File: src/rtl/pdu_ctrl.sv
// Debug/program-download controller: gates the CPU clock enable for step/run/breakpoint,
// services keypad IO handshakes and shows registers, memory and counters on the display.
module pdu_ctrl #(
   parameter int AW    = 32,
   parameter int RFAW  = 8,
   parameter int N_BRK = 4,
   localparam int IW   = (N_BRK > 1) ? $clog2(N_BRK) : 1
) (
   input  logic            clk,
   input  logic            rstn,
   input  logic            step,
   input  logic            cont,
   input  logic            chk,
   input  logic            ent,
   input  logic            del,
   input  logic [15:0]     hd,
   input  logic            brk_set,
   input  logic            brk_clr,
   input  logic [IW-1:0]   brk_idx,
   input  logic [AW-1:0]   pc,
   input  logic [AW-1:0]   rf_data,
   input  logic [AW-1:0]   m_data,
   input  logic            io_we,
   input  logic            io_rd,
   input  logic [AW-1:0]   io_dout,
   output logic [AW-1:0]   io_din,
   output logic            cpu_en,
   output logic            pause,
   output logic [RFAW-1:0] m_rf_addr,
   output logic [AW-1:0]   show,
   output logic [15:0]     led,
   output logic [AW-1:0]   run_cnt
);

   typedef enum logic [2:0] {
      S_IDLE,
      S_STEP,
      S_RUN,
      S_CHK,
      S_OUT,
      S_IN,
      S_RESUME
   } state_t;

   state_t          r_state;
   state_t          w_nxt;
   logic            r_first;
   logic            r_from_run;
   logic [AW-1:0]   r_ent;
   logic [AW-1:0]   r_out;
   logic [AW-1:0]   r_io_din;
   logic [AW-1:0]   r_chk_show;
   logic [AW-1:0]   r_run_cnt;
   logic [3:0]      r_mode;
   logic [RFAW-1:0] r_rf_addr;
   logic [AW-1:0]   r_brk_addr [N_BRK];
   logic [N_BRK-1:0] r_brk_en;

   logic            w_cpu_en;
   logic            w_bp_hit;
   logic [3:0]      w_dig;
   logic [AW-1:0]   w_show;
   logic [15:0]     w_led;

   // Lowest pressed key wins when several bits are set.
   always_comb begin
      w_dig = 4'd0;
      for (int i = 15; i >= 0; i--) begin
         if (hd[i]) w_dig = 4'(i);
      end
   end

   always_comb begin
      w_bp_hit = 1'b0;
      for (int k = 0; k < N_BRK; k++) begin
         if (r_brk_en[k] && (r_brk_addr[k] == pc)) w_bp_hit = 1'b1;
      end
   end

   always_comb begin
      w_nxt    = r_state;
      w_cpu_en = 1'b0;
      case (r_state)
         S_IDLE: begin
            if (io_we)      w_nxt = S_OUT;
            else if (io_rd) w_nxt = S_IN;
            else if (chk)   w_nxt = S_CHK;
            else if (step)  w_nxt = S_STEP;
            else if (cont)  w_nxt = S_RUN;
         end
         S_STEP: begin
            w_cpu_en = 1'b1;
            w_nxt    = S_IDLE;
         end
         S_RUN: begin
            // The first cycle skips the breakpoint so cont leaves a breakpoint pc.
            if (cont)                       w_nxt = S_IDLE;
            else if (io_we)                 w_nxt = S_OUT;
            else if (io_rd)                 w_nxt = S_IN;
            else if (w_bp_hit && !r_first)  w_nxt = S_IDLE;
            w_cpu_en = (w_nxt == S_RUN);
         end
         S_CHK: begin
            if (ent) w_nxt = S_IDLE;
         end
         S_OUT, S_IN: begin
            if (ent) w_nxt = S_RESUME;
         end
         S_RESUME: begin
            w_cpu_en = 1'b1;
            w_nxt    = r_from_run ? S_RUN : S_IDLE;
         end
         default: w_nxt = S_IDLE;
      endcase
   end

   always_comb begin
      w_show = r_ent;
      w_led  = pc[15:0];
      case (r_state)
         S_CHK: begin
            w_show = r_chk_show;
            w_led  = {12'b0, r_mode};
         end
         S_OUT: begin
            w_show = r_out;
            w_led  = r_out[15:0];
         end
         default: ;
      endcase
   end

   always_ff @(posedge clk) begin
      if (!rstn) begin
         r_state    <= S_IDLE;
         r_first    <= 1'b0;
         r_from_run <= 1'b0;
         r_ent      <= '0;
         r_out      <= '0;
         r_io_din   <= '0;
         r_chk_show <= '0;
         r_run_cnt  <= '0;
         r_mode     <= '0;
         r_rf_addr  <= '0;
         r_brk_en   <= '0;
         for (int k = 0; k < N_BRK; k++) r_brk_addr[k] <= '0;
      end else begin
         r_state <= w_nxt;
         r_first <= (w_nxt == S_RUN) && (r_state != S_RUN);

         if (del)
            r_ent <= r_ent >> 4;
         else if (hd != 16'd0)
            r_ent <= {r_ent[AW-5:0], w_dig};

         if ((w_nxt == S_OUT || w_nxt == S_IN) && (r_state == S_IDLE || r_state == S_RUN))
            r_from_run <= (r_state == S_RUN);
         if (w_nxt == S_OUT && r_state != S_OUT)
            r_out <= io_dout;
         if (r_state == S_IN && ent)
            r_io_din <= r_ent;

         if (w_cpu_en)
            r_run_cnt <= r_run_cnt + AW'(1);

         if (r_state == S_IDLE && w_nxt == S_CHK) begin
            r_mode    <= r_ent[15:12];
            r_rf_addr <= r_ent[RFAW-1:0];
         end else if (r_state == S_CHK) begin
            if (chk) begin
               case (r_mode)
                  4'd1: r_chk_show <= pc;
                  4'd2: begin
                     r_chk_show <= rf_data;
                     r_rf_addr  <= r_rf_addr + RFAW'(1);
                  end
                  4'd3: begin
                     r_chk_show <= m_data;
                     r_rf_addr  <= r_rf_addr + RFAW'(1);
                  end
                  4'd4: r_chk_show <= r_run_cnt;
                  default: ;
               endcase
            end
            if (step)
               r_rf_addr <= r_ent[RFAW-1:0];
         end

         if (brk_clr) begin
            r_brk_en <= '0;
         end else if (brk_set) begin
            for (int k = 0; k < N_BRK; k++) begin
               if (brk_idx == IW'(k)) begin
                  r_brk_addr[k] <= r_ent;
                  r_brk_en[k]   <= 1'b1;
               end
            end
         end
      end
   end

   assign cpu_en    = w_cpu_en;
   assign pause     = !(r_state == S_STEP || r_state == S_RUN || r_state == S_RESUME);
   assign show      = w_show;
   assign led       = w_led;
   assign io_din    = r_io_din;
   assign m_rf_addr = r_rf_addr;
   assign run_cnt   = r_run_cnt;

endmodule
File: config.mk
export PLATFORM = sky130hd
export DESIGN_NAME = pdu_ctrl
export DESIGN_NICKNAME = d
export VERILOG_FILES = /design/src/rtl/pdu_ctrl.sv
export SDC_FILE = /design/constraint.sdc
export NUM_CORES = 1
export LEC_CHECK = 0
export CORE_AREA = 2 2 200 202
export DETAILED_ROUTE_END_ITERATION = 8
export DIE_AREA = 0 0 202 204
export GPL_ROUTABILITY_DRIVEN = 0
export PLACE_DENSITY = 0.65
export SETUP_SLACK_MARGIN = 0.1
export SLEW_MARGIN = 20
export SYNTH_ARGS = -nofsm -noshare
export SYNTH_HDL_FRONTEND = slang
export SYNTH_SLANG_ARGS = --single-unit
File: constraint.sdc
create_clock -name clk -period 3.5 [get_ports clk]
set_input_delay 0.35 -clock clk [delete_from_list [all_inputs] [get_ports clk]]
set_output_delay 0.35 -clock clk [all_outputs]
set_load 0.01 [all_outputs]
## Word-level counts from Yosys, hierarchy flattened

Memories as Yosys holds them, arrays and structs flattened.
Index checks and enable logic that the tools add are counted.

| storage, ports and cells | value |
|---|---|
| register bits | 181 |
| bits in writable memories | 128 |
| output and inout port bits | 122 |
| logic and storage cells | 153 |
| memories | 1 |

| operators by class | value |
|---|---|
| add/sub/neg operators | 2 |
| equality and inequality tests | 24 |
| multiplexer cells | 70 |
| bitwise logic cells | 6 |
| reduce and logical (&&, ||, !) cells | 35 |

Memory list:

| memory | depth | bits a word | rd ports | clocked after memory_dff | wr ports | line | source |
|---|---|---|---|---|---|---|---|
| r_brk_addr | 4 | 32 | 4 | 0 | 4 | 56 | `logic [AW-1:0] r_brk_addr [N_BRK];` |

Operator list:

| cell | number |
|---|---|
| $eq A32 B32 Y1 | 4 |
| $mux W32 | 4 |
| $pmux W32 S4 | 1 |
| $mux W4 | 16 |
| $pmux W32 S2 | 1 |
| $mux W28 | 2 |
| $mux W8 | 5 |
| $mux W3 | 12 |
| $add A32 B1 Y32 const B | 1 |
| $pmux W16 S2 | 1 |
| $mux W1 | 25 |
| $reduce_bool A16 Y1 | 1 |
| $eq A3 B2 Y1 const B | 5 |
| $eq A3 B3 Y1 const B | 5 |
| $pmux W3 S5 | 1 |
| $logic_and A1 B1 Y1 | 10 |
| $reduce_or A2 Y1 | 5 |
| $add A8 B1 Y8 const B | 1 |
| $eq A4 B2 Y1 const B | 2 |
| $reduce_and A2 Y1 | 4 |
| $reduce_bool A3 Y1 | 2 |
| $eq A2 B2 Y1 const B | 2 |
| $eq A4 B1 Y1 const B | 1 |
| $eq A4 B3 Y1 const B | 1 |
| other kinds (16) | 25 |

## Logic depth before layout (Yosys ltp)

Gate-level depths: netlist of run 1.

| depth | value |
|---|---|
| depth after elaboration | 18 |
| mapped depth | 12 |
| depth with buffers taken out | 9 |

## Worst setup path after synthesis of run 1

OpenSTA, ideal clock, no wires.

| timing path | value |
|---|---|
| path type | input -> register |
| start point | input port brk_idx[0] |
| end point | memory r_brk_addr[0][0], enable pin |
| setup time | 0.470 ns |
| arrival | 2.956 ns |
| required time | 3.030 ns |
| slack | 0.073 ns |
| stages on the path | 2 |
| path buffers | 0 |
| cells stage by stage | nand2b_1 -> o31ai_1 |

RTL lines:

| item | line | source |
|---|---|---|
| start, declared | 19 | `input logic [IW-1:0] brk_idx,` |
| end, declared | 56 |  |

## Final worst setup path of run 1

| timing path | value |
|---|---|
| start point | input port pc[2] |
| end point | output port cpu_en |

| on the way | value |
|---|---|
| cells in the longest elaborated chain, start to end | 14 |
| elaborated cells between the ends (all ways) | 20 |
| classes of those cells | eq/ne: 5; mux: 10; reduce/logical: 5 |

RTL lines:

| item | line | source |
|---|---|---|
| start, declared | 20 | `input logic [AW-1:0] pc,` |
| $eq A32 B32 Y1 | 76 | `if (r_brk_en[k] && (r_brk_addr[k] == pc)) w_bp_hit = 1'b1;` |
| $logic_and A1 B1 Y1 | 76 |  |
| $mux W1 (3 in a row) | 76 |  |
| $mux W1 * | 76 |  |
| $logic_and A1 B1 Y1 * | 100 | `else if (w_bp_hit && !r_first) w_nxt = S_IDLE;` |
| $mux W3 * | 100 |  |
| $mux W3 * | 99 | `else if (io_rd) w_nxt = S_IN;` |
| $mux W3 * | 98 | `else if (io_we) w_nxt = S_OUT;` |
| $mux W3 * | 97 | `if (cont) w_nxt = S_IDLE;` |
| $mux W3 * | 83 | `case (r_state)` |
| $eq A3 B2 Y1 * | 101 | `w_cpu_en = (w_nxt == S_RUN);` |
| $pmux W1 S2 * | 83 |  |
| end, declared | 27 | `output logic cpu_en,` |

Every way passes the cells marked *; elsewhere a longest branch is shown, timed or not. The select of a mux whose other input is x is not followed.

==> flow_summary.yaml, run 1 <==
detailed_routing:
  avgRoutedWirePerCell_um: 22.9
  first_pass_iters: 7
  ant_nets: 0
  viasPerCell: 5.61
  wl_mm: 55.8
  drcViolationCount: 0
  num_vias: 13600
  drt_iter0_drc: 1210
pwr:
  power_frac_comb: 0.137
  cellLeakagePower_nw: 7.42
  ir_worst_vdd_mv: 0.288
  swShare: 0.251
  p_per_area_mw_per_mm2: 445
  seqPwrFrac: 0.448
  p_int_mw: 6.75
  total_power_mw: 9.01
  p_sw_mw: 2.26
  p_clk_frac: 0.416
global_route:
  track_usage: 0.263
  grt_pass1_wl_mm: 82.7
  antenna_found_initial: 0
  overflow: 0
  grt_max_degree: 74
  grt_pass1_vias: 13100
clock_tree:
  cts.clk_slew.worst_paths_ps: 50
  insertion_delay_ps: 510
  cts_max_path_buffers: 3
  root_buffer: "clkbuf_16"
  cts_tree: "yes"
  htreeDepth: 2
  cts_buffers: 35
  cts.sinks: 309
timing:
  fmax_ghz: 0.301
  tightestPinTransition_ps: 915
  report.final.slew_viol_count: 0
  finalSetupViolCount: 0
  finalHoldViolCount: 0
  worst_slack_ps: 182
  fin_hold_ws_ps: 258
  post-route-period-util: 0.948
  min_period_ps: 3320
  setup_tns_ps: 0
  rsz0062_at_grt: "no"
  finalClockSkew_ps: 11.8
  relSlewSlack: 0.388
die:
  die_h_um: 204
  die_x_um: 202
  pin_count: 279
  die_area_sq_mm: 0.0412
  start_util: 0.393
  core_region_area_sq_mm: 0.0392
  num_rows: 73
layout:
  diodes: 0
  finalNonFillerCells: 2433
  final_util: 0.517
  fin_nets: 2043
  drive_gt1_frac: 0.101
  fin_area_sq_mm: 0.0203
  syn2layout_area_growth_pct: 31.7
hold_path:
  min_path_type: "in2reg"
  worstHoldStart: "rstn"
  whs_endpoint: "run_cnt[23]"
  hold_path_depth: 3
critical_path:
  cp-end-kind: "primary output"
  rrSetupSlack_ps: 540
  timing.rr.start: "r_brk_addr[3][23]"
  crit_fanout: 3
  start_kind: "input port"
  r2r-end: "run_cnt[24]"
  timing.critical_path.required_ps: 3150
  cp.arrival_ps: 2970
  worstSetupPathType: "in2out"
  reg2regPathDepth: 14
placement:
  dp_slack_ps: -278
  portBuffers: 278
  placed_area_sq_mm: 0.0190
  hpwl_mm: 39.9
  place_inst: 2370
run_status:
  outcome: "finished clean"
synth:
  synth_ff_type: "dfxtp_1"
  synth.avg_cell_area_sq_um: 9.52
  ys_top_cells_by_count: "dfxtp_1 (181), nand2_1 (148), nor2_1 (147)"
  synth_enable_flop_cells: 128
  synth_top_area_frac: 0.250
  synth_area_sq_mm: 0.0154
  synth_cell_types: 64
  synth_top_cell_by_area: "edfxtp_1"
  synth-async-reset-ratio: 0
  postSynthCellCount: 1616
  synth_seq_cells: 309
  yosysWarnings: 0
  yosys.cell_count.top_type: "dfxtp_1"
  synth_area_leaders: "edfxtp_1 (25%), dfxtp_1 (24%), and2_1 (5.8%)"
  yosysSeqAreaShare: 0.485
  syn_nets: 1775
flow_run:
  drv_cap: 0
[per-layer routing]
layer,global-route usage,share of wire,up-vias
met5,0,0,-
met4,0.0817,0.030,0
met3,0.0392,0.084,99
met2,0.415,0.45,660
met1,0.372,0.44,6645
li1,-,-,6236
[what timing repair did]
item | CTS | global route
buffers inserted | 1 | 0
endpoints found under the setup margin | 1 | 37
cloned | 0 | 1
resized for setup | 8 | 10
hold buffers | 0 | 0
pin swaps | 5 | 3
[cell families after synthesis]
family                     synth area share
AOI/OAI and AO/OA                     0.141
buffers and inverters                0.0512
muxes                                0.0514
xor gates and xnor gates             0.0712
DFF                                   0.485
and+or+nand+nor                       0.199
adders and majority gates           0.00163
[registers in the layout, summed over array words and instances, names as in the netlist]
name        cells
r_mode          4
r_brk_en        4
r_ent          32
r_from_run      1
r_first         1
r_brk_addr    128
io_din         32
r_state         3
r_out          32
r_chk_show     32
m_rf_addr       8
run_cnt        32
[cell type report]
class / count / area [sq um]
fillers: 3480 / 18900
flip-flops and latches: 309 / 7470
multi-input cells: 1136 / 7250
repair buffers: 383 / 3630
clock buffers: 55 / 1080
well taps: 525 / 657
clock inverters: 6 / 86.3
inverters: 19 / 73.8
[worst max-delay path, cell delays in order]
cell,delay [ps]
clkdlybuf4s50_1,530
buf_4,210
xor2_1,160
nor4_1,330
nand4_1,180
or3_4,410
a41oi_2,180
buf_4,170
nor4_4,50
nor2_2,180
inv_1,70
clkbuf_2,140
[power by group through the flow]
stage	Sequential, mW	Clock (mW)	Combinational [mW]
floorplan	4.02	0	0.639
global placement	4.10	0	1.21
detailed placement	4.10	0	1.22
CTS	4.03	3.79	1.22
global route	4.04	3.92	1.31
finish	4.03	3.75	1.23
[how the worst max path moves through the flow]
stage	to	depth (start not counted)	from	slack (ps)
3_3_place_gp	cpu_en	13	pc[31]	-300
6_report	cpu_en	12	pc[2]	180
4_1_cts	cpu_en	13	pc[3]	130
3_5_place_dp	cpu_en	13	pc[31]	-280
5_1_grt	cpu_en	11	r_brk_addr[1][19]	110
2_1_floorplan	r_brk_addr[1][0]	2	brk_set	170
[layout by cell type (no fill, tap or decap), drive strengths merged, types with 4 or more instances in the layout]
cell type,instances
nand3,17
a22oi,30
a221o,8
a31oi,4
a211oi,6
a221oi,50
edfxtp,128
nand4,22
a21o,6
a21oi,100
nor3,36
a22o,14
clkdlybuf4s50,273
o21ai,65
or3,16
nor2b,16
nand2b,9
dfxtp,181
and2,142
inv,20
buf,106
nor2,150
nand2,148
xor2,71
mux2i,79
o21a,9
xnor2,54
nor3b,7
and3,7
o31ai,8
clkbuf,56
nor4,25
(Power assumes the default switching activity.)
==> inputs of run 2 (changes only) <==
Settings changed: PLACE_DENSITY 0.65 to unset, PLACE_DENSITY_LB_ADDON set to 0.2.
==> run 2 against run 1 <==
Compared with the run above: largest cell class unchanged; count of clock-buffer cells in the layout increased by 1; critical path depth increased by 1; global-route usage grew 0.27 points; first-iteration DRC count shrank 12%; largest power group unchanged; non-clock buffer count rose by 4; clock power decreased by 2%; setup slack got worse by 39 ps; die area stayed put; sequential share of layout area about the same; clock skew rose by 3.8 ps.
==> flow_summary.yaml, run 2 (synthesis gave the netlist of run 1 again) <==
timing:
  relSlewSlack: 0.419
  finalSetupViolCount: 0
  report.final.slew_viol_count: 0
  post-route-period-util: 0.959
  setup_tns_ps: 0
  min_period_ps: 3360
  fmax_ghz: 0.298
  finalHoldViolCount: 0
  rsz0062_at_grt: "yes"
  worst_slack_ps: 143
  finalClockSkew_ps: 15.6
  tightestPinTransition_ps: 870
pwr:
  cellLeakagePower_nw: 7.43
  p_per_area_mw_per_mm2: 442
  total_power_mw: 8.96
  ir_worst_vdd_mv: 0.256
clock_tree:
  cts.sinks: 309
  cts_buffers: 36
  cts_hold_buffers: 0
  postCtsSetupBuffers: 0
  htreeDepth: 2
  cts.clk_slew.worst_paths_ps: 60
  cts_tree: "yes"
  insertion_delay_ps: 510
  cts_max_path_buffers: 3
  root_buffer: "clkbuf_16"
global_route:
  track_usage: 0.266
  overflow: 0
  antenna_found_initial: 4
  grt_max_degree: 68
  grt_pass1_wl_mm: 82.5
  grt_pass1_vias: 12900
placement:
  portBuffers: 278
  place_inst: 2375
  dp_slack_ps: -190
  hpwl_mm: 40.4
  placed_area_sq_mm: 0.0191
detailed_routing:
  ant_nets: 0
  avgRoutedWirePerCell_um: 23.0
  first_pass_iters: 5
  drcViolationCount: 0
  viasPerCell: 5.52
  wl_mm: 56.2
  drt_iter0_drc: 1067
  num_vias: 13500
layout:
  final_cell_mix: "clkdlybuf4s50_1 (273), dfxtp_1 (179), nand2_1 (148), nor2_1 (145), and2_1 (142)"
  multi_input_area_sq_mm: 0.00722
  regMostFlops: "r_brk_addr"
  fillers: 3512
  drive_gt1_frac: 0.0993
  layout_commonest_cell: "clkdlybuf4s50_1"
  fin_nets: 2047
  fin_area_sq_mm: 0.0203
  finalNonFillerCells: 2442
  register_area_sq_mm: 0.00747
  syn2layout_area_growth_pct: 31.7
  largest_reg_flops: 128
die:
  pin_count: 279
  core_region_area_sq_mm: 0.0392
  die_x_um: 202
  start_util: 0.393
  num_rows: 73
  die_h_um: 204
  die_area_sq_mm: 0.0412
hold_path:
  min_path_type: "in2reg"
critical_path:
  timing.critical_path.required_ps: 3150
  start_kind: "input port"
  crit_fanout: 3
  cp-end-kind: "primary output"
  cp.arrival_ps: 3010
  worstSetupPathType: "in2out"
flow_run:
  drv_cap: 0
run_status:
  outcome: "finished clean"
[run 2: cell count changes in the layout (fill, tap and decap cells not counted), moves of 3 or more]
cell / previous run / this run
clkbuf_8: 4 / 7
diode_2: 0 / 3
nor4_1: 19 / 23
clkbuf_2: 3 / 0
nor4_2: 5 / 1
buf_4: 99 / 102
[run 2: layout make-up]
class / count / share of cell area
sequential: 309 / 0.369
antenna: 3 / 0.000371
clock inverter: 8 / 0.00327
clock buffer: 56 / 0.0539
inverter: 19 / 0.00364
tap: 525 / 0.0324
timing repair buffer: 387 / 0.181
multi-input combinational: 1135 / 0.356
[run 2: per-stage QoR]
step | hold WS, ps | utilization
after floorplan | 420 | -
after global routing | 284 | 0.517
final | 269 | 0.517
after detailed placement | 441 | 0.487
after CTS | 255 | 0.516
after global placement | 434 | 0.487
[run 2: power breakdown]
group	switching, mW	leakage (nW)	total (mW)	internal [mW]
registers	0.137	2.80	4.02	3.88
clock network	1.47	0.570	3.68	2.22
logic	0.657	4.06	1.25	0.597
[run 2: path summary, 6_finish.rpt]
check | end | slack [ps] | cells after the start | from
setup / recovery | cpu_en | 140 | 13 | pc[8]
hold / removal | r_out[12] | 270 | 3 | rstn
setup reg to reg | run_cnt[24] | 570 | 13 | r_brk_addr[2][30]
hold reg to reg | r_brk_en[0] | 460 | 1 | r_brk_en[0]
[run 2: worst max-delay path, cell delays in order]
cell and delay [ps]:
clkdlybuf4s50_1 400, buf_4 160, buf_4 150, xnor2_2 290
nand4_1 210, nor4_1 360, nand4_1 160, a41oi_2 180
buf_4 160, nor4_4 50, nor2_2 160, inv_1 60
dlygate4sd2_1 290
[run 2: timing repair]
action                     4_1_cts  5_1_grt
setup endpoints to repair        1       14
pin swaps                        2        0
gates resized for setup          4        4
[run 2: layer usage]
layer,vias to the layer above,part of all wire,global-route usage
li1,6272,-,-
met1,6532,0.44,0.363
met2,586,0.45,0.426
met3,91,0.079,0.0474
met4,0,0.030,0.0882
met5,-,0,0
